$ cat src/rtl/fibonacci_uart_rx_pkg.sv
// Shared definitions for the fibonacci UART receive path.
//   rx_state_t     : receiver FSM states, 3-bit encoding, shared with tx tooling
//   UART_DATA_BITS : data bits per 8N1 frame (fixed at 8)
package fibonacci_uart_rx_pkg;

    localparam int UART_DATA_BITS = 8;

    typedef enum logic [2:0] {
        ST_IDLE  = 3'd0,
        ST_START = 3'd1,
        ST_DATA  = 3'd2,
        ST_STOP  = 3'd3,
        ST_BREAK = 3'd4
    } rx_state_t;

endpackage

$ cat src/rtl/fibonacci_uart_rx_if.sv
// Byte hand-off between the UART receiver and the command logic.
//   data       : received byte, stable while data_valid is high
//   data_valid : level, high from byte capture until accepted
//   data_ack   : consumer accepts the byte; only meaningful while data_valid=1
// Handshake: a byte transfers on any clock edge where data_valid=1 and
// data_ack=1. data_valid then drops unless a new byte is committed on that
// same edge. data_ack while data_valid=0 has no effect.
// master = receiver (producer), slave = consumer.
interface fibonacci_uart_rx_if;
    import fibonacci_uart_rx_pkg::*;

    logic [UART_DATA_BITS-1:0] data;
    logic                      data_valid;
    logic                      data_ack;

    modport master (output data, output data_valid, input data_ack);
    modport slave  (input data, input data_valid, output data_ack);
endinterface

$ cat src/rtl/fibonacci_uart_rx_sync2.sv
// Two-flop synchroniser for asynchronous single-bit inputs.
//   clk   : destination clock
//   nRst  : asynchronous active-low reset, flops load RST_VAL
//   d     : asynchronous input
//   q     : synchronised output (two clk edges of latency)
module fibonacci_uart_rx_sync2 #(
    parameter logic RST_VAL = 1'b1
) (
    input  logic clk,
    input  logic nRst,
    input  logic d,
    output logic q
);
    logic meta;

    always_ff @(posedge clk or negedge nRst) begin
        if (!nRst) begin
            meta <= RST_VAL;
            q    <= RST_VAL;
        end else begin
            meta <= d;
            q    <= meta;
        end
    end
endmodule

$ cat src/rtl/fibonacci_uart_rx.sv
// UART 8N1 receiver with a one-entry holding register.
//   clk        : system clock, rising edge
//   nRst       : asynchronous active-low reset
//   rx         : raw serial input, idle high, asynchronous to clk
//   bus        : byte hand-off (data / data_valid / data_ack), master side
//   busy       : high while a frame is in progress (state != IDLE)
//   frame_err  : 1-cycle pulse, stop bit sampled low
//   overrun    : 1-cycle pulse, byte completed while holding register full
//   dbg_state  : current FSM state, for observation only
module fibonacci_uart_rx
    import fibonacci_uart_rx_pkg::*;
#(
    parameter int CLKS_PER_BIT = 434
) (
    input  logic                      clk,
    input  logic                      nRst,
    input  logic                      rx,
    fibonacci_uart_rx_if.master       bus,
    output logic                      busy,
    output logic                      frame_err,
    output logic                      overrun,
    output rx_state_t                 dbg_state
);
    localparam int BW = $clog2(CLKS_PER_BIT);
    localparam logic [BW-1:0] BAUD_LAST = BW'(CLKS_PER_BIT - 1);
    localparam logic [BW-1:0] HALF_LAST = BW'(CLKS_PER_BIT / 2 - 1);
    localparam logic [2:0]    BIT_LAST  = 3'(UART_DATA_BITS - 1);

    logic                      rx_s;
    rx_state_t                 state;
    logic [BW-1:0]             baud_cnt;
    logic [2:0]                bit_cnt;
    logic [UART_DATA_BITS-1:0] shift;
    logic                      commit;

    fibonacci_uart_rx_sync2 #(.RST_VAL(1'b1)) u_sync (
        .clk  (clk),
        .nRst (nRst),
        .d    (rx),
        .q    (rx_s)
    );

    // A good stop bit at its centre hands the byte to the holding register.
    assign commit    = (state == ST_STOP) && (baud_cnt == BAUD_LAST) && rx_s;
    assign dbg_state = state;

    always_ff @(posedge clk or negedge nRst) begin
        if (!nRst) begin
            state          <= ST_IDLE;
            baud_cnt       <= '0;
            bit_cnt        <= '0;
            shift          <= '0;
            busy           <= 1'b0;
            frame_err      <= 1'b0;
            overrun        <= 1'b0;
            bus.data       <= '0;
            bus.data_valid <= 1'b0;
        end else begin
            frame_err <= 1'b0;
            overrun   <= 1'b0;

            case (state)
                ST_IDLE: begin
                    baud_cnt <= '0;
                    if (!rx_s) begin
                        state <= ST_START;
                        busy  <= 1'b1;
                    end
                end
                ST_START: begin
                    if (baud_cnt == HALF_LAST) begin
                        baud_cnt <= '0;
                        bit_cnt  <= '0;
                        if (!rx_s) begin
                            state <= ST_DATA;
                        end else begin
                            // Line went high again before mid start bit: glitch.
                            state <= ST_IDLE;
                            busy  <= 1'b0;
                        end
                    end else begin
                        baud_cnt <= baud_cnt + 1'b1;
                    end
                end
                ST_DATA: begin
                    if (baud_cnt == BAUD_LAST) begin
                        baud_cnt <= '0;
                        // LSB arrives first, so shift in from the top.
                        shift    <= {rx_s, shift[UART_DATA_BITS-1:1]};
                        if (bit_cnt == BIT_LAST) begin
                            state <= ST_STOP;
                        end else begin
                            bit_cnt <= bit_cnt + 1'b1;
                        end
                    end else begin
                        baud_cnt <= baud_cnt + 1'b1;
                    end
                end
                ST_STOP: begin
                    if (baud_cnt == BAUD_LAST) begin
                        baud_cnt <= '0;
                        if (rx_s) begin
                            // Leave at mid stop bit so a following start edge is seen.
                            state <= ST_IDLE;
                            busy  <= 1'b0;
                        end else begin
                            state     <= ST_BREAK;
                            frame_err <= 1'b1;
                        end
                    end else begin
                        baud_cnt <= baud_cnt + 1'b1;
                    end
                end
                ST_BREAK: begin
                    baud_cnt <= '0;
                    // A line held low must return high before a new frame can start.
                    if (rx_s) begin
                        state <= ST_IDLE;
                        busy  <= 1'b0;
                    end
                end
                default: begin
                    state    <= ST_IDLE;
                    baud_cnt <= '0;
                    busy     <= 1'b0;
                end
            endcase

            // Holding register: an ack in the same cycle as a commit frees the slot.
            if (commit) begin
                if (!bus.data_valid || bus.data_ack) begin
                    bus.data       <= shift;
                    bus.data_valid <= 1'b1;
                end else begin
                    overrun <= 1'b1;
                end
            end else if (bus.data_ack) begin
                bus.data_valid <= 1'b0;
            end
        end
    end
endmodule

$ cat src/flat_wrapper.sv
// flat-port wrapper written by rule: the top's interface ports become plain ports
module fibonacci_uart_rx_flat import fibonacci_uart_rx_pkg::*;
#(
    parameter int CLKS_PER_BIT = 434
)
  (clk, nRst, rx, busy, frame_err, overrun, dbg_state, bus_data, bus_data_valid, bus_data_ack);
  fibonacci_uart_rx_if bus_i ();
  input  logic clk;
  input  logic nRst;
  input  logic rx;
  output logic busy;
  output logic frame_err;
  output logic overrun;
  output rx_state_t dbg_state;
  output wire logic [$bits(bus_i.data)-1:0] bus_data;
  output wire logic [$bits(bus_i.data_valid)-1:0] bus_data_valid;
  input wire logic [$bits(bus_i.data_ack)-1:0] bus_data_ack;
  assign bus_data = bus_i.data;
  assign bus_data_valid = bus_i.data_valid;
  assign bus_i.data_ack = bus_data_ack;
  fibonacci_uart_rx #(.CLKS_PER_BIT(CLKS_PER_BIT)) u_core (.clk(clk), .nRst(nRst), .rx(rx), .bus(bus_i), .busy(busy), .frame_err(frame_err), .overrun(overrun), .dbg_state(dbg_state));
endmodule
$ cat config.mk
export PLATFORM = sky130hd
export DESIGN_NAME = fibonacci_uart_rx_flat
export DESIGN_NICKNAME = d
export VERILOG_FILES = /design/src/rtl/fibonacci_uart_rx_pkg.sv /design/src/rtl/fibonacci_uart_rx_if.sv /design/src/rtl/fibonacci_uart_rx_sync2.sv /design/src/rtl/fibonacci_uart_rx.sv /design/src/flat_wrapper.sv
export SDC_FILE = /design/constraint.sdc
export NUM_CORES = 1
export LEC_CHECK = 0
export CORE_MARGIN = 5
export CORE_UTILIZATION = 38
export CTS_CLUSTER_DIAMETER = 40
export DETAILED_ROUTE_END_ITERATION = 8
export MAX_ROUTING_LAYER = met4
export PLACE_DENSITY = 0.61
export SYNTH_ARGS = -nofsm -noshare
export SYNTH_HDL_FRONTEND = slang
export SYNTH_HIERARCHICAL = 1
export SYNTH_SLANG_ARGS = --single-unit
$ cat constraint.sdc
create_clock -name clk -period 4.2 [get_ports clk]
set_input_delay 0.84 -clock clk [delete_from_list [all_inputs] [get_ports clk]]
set_output_delay 0.84 -clock clk [all_outputs]
set_load 0.01 [all_outputs]
==> out/results.md <==
| Stage | Result | Reported |
|:---|:---|:---|
| worst setup path | Peak per-stage delay on the critical path | 0.61 ns |
| final layout | Antenna fix cells | 0 |
| final layout | Final net count | 169 |
| synth | Yosys reg bits | 37 |
| worst setup path | Worst-path cell with the longest stage delay | sky130_fd_sc_hd__clkdlybuf4s50_1 |
| floorplan | Placeable core region | 4320 um^2 |
| worst setup path | Worst R2R Setup Slack | 2.07 ns |
| cts | # Post-CTS Setup Buffers | 0 |
| detailed routing | Aggregate routed wire length | 2.98 mm |
| floorplan | Initial core utilization | 39.0% |
| synth | Distinct cell type count after synthesis | 37 |
| global route | Number of antenna violations at the first check in global routing | 0 |
| placement | Global placement routability congestion | 0.802 |
| cts | Number of CTS-inserted buffers | 5 |
| timing | Time the worst path needs with I/O delays and setup | 2.27 ns |
| detailed routing | Post-detailed-route via-to-cell ratio | 5.16 |
| floorplan | I/O pin total | 19 |
| cts | Hold Buf Count CTS | 0 |
| synth | Gate Count Post-Synth | 138 |
| cts | Clk slew on worst S/H paths | 0.07 ns |
| worst setup path | Crit path required time | 3.36 ns |
| worst setup path | Element type at the critical path start | flop |
| floorplan | Total die area | 5870 um^2 |
| cts | Post-CTS sizing | 0 |
| detailed routing | Number of DRC markers in iteration 0 | 55 |
| cts | Number of sinks on the clock net | 37 |
| placement | Area after DPL | 1920 um^2 |
| global route | Total congestion overflow | 0 |
| worst hold path | Terminating pin of the worst hold path | u_core/u_sync/q |
| timing | Sum of negative setup slack | 0 ns |
| global route | Global-route wire length before repair | 5.30 mm |
| timing | Final Hold Vio Count | 0 |
| timing | Maximum clock frequency | 0.441 GHz |
| worst setup path | Reg-to-reg startpoint | u_core/baud_cnt[1] |
| worst setup path | Nature of the critical path endpoint | primary output |
| floorplan | Die outline height | 76.6 um |
| final layout | Final Instance Area | 2040 um^2 |
| power and ir drop | Standby leakage power | 0.884 nW |
| worst setup path | Cell class contributing the biggest share of worst-path delay | buffers and inverters |
| worst setup path | Buffers & Inverters on Critical Path | 1 |
| timing | Final count of negative-setup-slack endpoints | 0 |
| detailed routing | First-pass detailed-route iteration total | 4 |
| worst setup path | Ordered cell list for the critical path | clkdlybuf4s50_1 |
| synth | Post-Syn Area per Cell | 12.2 um^2 |
| detailed routing | Number of nets with antenna violations after routing | 0 |
| worst setup path | Reg2Reg Capture Point | u_core/bus.data[6] |
| worst hold path | Launch point of the worst hold path | u_core/u_sync/meta |
| synth | Count of yosys warnings during synthesis | 6 |
| synth | Mapped Area | 1690 um^2 |
| detailed routing | Total DRC errors in the routed layout | 0 |
| cts | Clock latency of the later-clocked register in the worst-skew pair | 0.28 ns |
| placement | Number of buffer cells added on primary ports | 18 |
| worst setup path | Endpoint arrival time on the critical path | 1.43 ns |
| worst setup path | Kind of critical path | flop to primary output |
| synth | Fraction of registers with async set/reset | 100% |
| global route | Vias in the first global route | 1,122 |
| detailed routing | Detailed-route via count | 1,099 |
| worst setup path | Worst-path fanout max | 12 |
| cts | Root Buffer Master | sky130_fd_sc_hd__clkbuf_8 |
| synth | Sequential share of the synthesized area | 55.0% |
| cts | CTS tree | built |
| flow run | Total of max-cap violations | 0 |
| detailed routing | Drt wl/cell | 14.0 um |
| global route | Pin count of the biggest net entering global routing | 38 |
| worst hold path | Worst Hold Class | flop to flop |
| synth | Ys flop type | sky130_fd_sc_hd__dfrtp_1 |
| timing | Unrepaired setup endpoints after global routing | no |
| global route | Global-route usage over all layers | 11.5% |
| timing | Pin slew with the least headroom to its limit | 0.455 ns |
| timing | Total count of max-transition violations in the final report | 0 |
| floorplan | Die boundary width | 76.6 um |
| synth | Nets in the synthesized netlist | 147 |
| synth | Number of flops mapped to enable cells by yosys | 0 |
| cts | Maximum level of the CTS H-tree | 2 |
| timing | Relative slew slack | 69.7% |
| timing | Final period util | 54.0% |
| power and ir drop | Cell Pwr Density | 335 nW/um^2 |
| power and ir drop | Worst supply voltage drop on vdd | 0.165 mV |
| worst setup path | Count of cells along the worst register-to-register path | 6 |
| cts | Maximum number of buffers from clock root to sink | 2 |
| final layout | Area added between synthesis and finish | 20.9% |
| status | Run status | finished, final reports clean |
| floorplan | Floorplan row count | 24 |
| timing | Maximum clock skew at final layout | 0.00312 ns |
| worst hold path | Cells on Worst Hold Path | 0 |
| placement | Post-DP HPWL | 2.11 mm |
| final layout | Fraction of final layout cells sized beyond drive strength 1 | 22.4% |
| power and ir drop | Overall power consumption | 0.683 mW |
==> cell usage after synthesis, types with 2 or more instances <==
library cell / instances / area share [%]
sky130_fd_sc_hd__xor2_1: 2 / 1.0
sky130_fd_sc_hd__dfstp_2: 2 / 3.1
sky130_fd_sc_hd__nor4_2: 2 / 1.5
sky130_fd_sc_hd__clkbuf_1: 2 / 0.44
sky130_fd_sc_hd__a31oi_1: 2 / 0.74
sky130_fd_sc_hd__ha_1: 5 / 3.7
sky130_fd_sc_hd__inv_1: 7 / 1.6
sky130_fd_sc_hd__o22ai_1: 2 / 0.74
sky130_fd_sc_hd__nand2_1: 6 / 1.3
sky130_fd_sc_hd__xnor2_1: 5 / 2.6
sky130_fd_sc_hd__nand3_1: 5 / 1.5
sky130_fd_sc_hd__mux2_2: 17 / 11
sky130_fd_sc_hd__nor2_1: 12 / 2.7
sky130_fd_sc_hd__o21ai_0: 2 / 0.59
sky130_fd_sc_hd__dfrtp_1: 35 / 52
sky130_fd_sc_hd__nor3_1: 8 / 2.4
sky130_fd_sc_hd__a22o_1: 2 / 1.0
sky130_fd_sc_hd__nand4b_1: 2 / 1.0
sky130_fd_sc_hd__nor2b_1: 2 / 0.74
==> power by group <==
part / internal (mW) / switching [mW] / leakage (nW)
sequential: 0.358 / 0.00154 / 0.490
combinational: 0.00391 / 0.00732 / 0.336
clock: 0.193 / 0.119 / 0.0585
total: 0.555 / 0.128 / 0.884
==> per-layer routing <==
layer  vias up  track usage, %  part of all wire (%)
li1        526               -                     -
met2        22            17.4                    48
met1       547            14.0                    45
met4         0            5.77                   1.4
met5         -               -                     0
met3         4            3.19                   5.6
==> sequential cells by signal, summed over array words and instances (netlist names) <==
name / count
u_core/baud_cnt: 9
u_core/bit_cnt: 3
u_core/bus.data: 8
u_core/bus.data_valid: 1
u_core/busy: 1
u_core/dbg_state: 3
u_core/frame_err: 1
u_core/overrun: 1
u_core/shift: 8
u_core/u_sync/meta: 1
u_core/u_sync/q: 1
==> cells by family (layout without fill, tap and decap cells) <==
kind of cell | after synthesis | count (layout) | synth area share (%)
and+or+nand+nor | 45 | 45 | 15.9
DFF | 37 | 37 | 55.0
muxes | 17 | 17 | 11.3
AOI/OAI and AO/OA | 16 | 16 | 7.93
buffers and inverters | 11 | 34 | 2.52
xor gates and xnor gates | 7 | 7 | 3.63
adders and majority gates | 5 | 5 | 3.71
==> how the worst max path moves through the flow <==
stage,from,end,slack (ns),depth (start not counted)
2_1_floorplan,u_core/baud_cnt[1],u_core/bus.data[0],2.36,6
3_3_place_gp,bus_data_ack,u_core/bus.data[6],1.89,4
3_5_place_dp,bus_data_ack,u_core/bus.data[6],1.85,4
4_1_cts,u_core/dbg_state[1],dbg_state[1],1.91,1
5_1_grt,u_core/dbg_state[1],dbg_state[1],1.87,1
6_report,u_core/dbg_state[1],dbg_state[1],1.93,1
==> through the flow <==
| step | std cells | utilization, % | hold slack (ns) | worst slack, ns |
|---|---|---|---|---|
| floorplan | 138 | - | 0.345 | 2.36 |
| global placement | 205 | 44.5 | 0.348 | 1.89 |
| detailed placement | 205 | 44.5 | 0.349 | 1.85 |
| CTS | 213 | 47.2 | 0.359 | 1.91 |
| global route | 213 | 47.2 | 0.360 | 1.87 |
| finish | 213 | 47.2 | 0.358 | 1.93 |
==> layout by cell type, fill, tap and decap left out, types with 5 or more instances in the layout <==
cell                              instances
sky130_fd_sc_hd__clkbuf_8                 6
sky130_fd_sc_hd__clkdlybuf4s50_1         18
sky130_fd_sc_hd__dfrtp_1                 35
sky130_fd_sc_hd__ha_1                     5
sky130_fd_sc_hd__inv_1                    7
sky130_fd_sc_hd__mux2_2                  17
sky130_fd_sc_hd__nand2_1                  6
sky130_fd_sc_hd__nand3_1                  5
sky130_fd_sc_hd__nor2_1                  12
sky130_fd_sc_hd__nor3_1                   8
sky130_fd_sc_hd__xnor2_1                  5
==> final cells by class <==
type,instances,area [um^2]
Inverter,7,26.3
Clock inverter,1,30.0
Clock buffer,7,86.3
Fill cell,412,2280
Tap cell,52,65.1
Sequential cell,37,928
Multi-Input combinational cell,90,717
Timing Repair Buffer,19,188
Note: power is estimated with default switching activity, not from simulation.
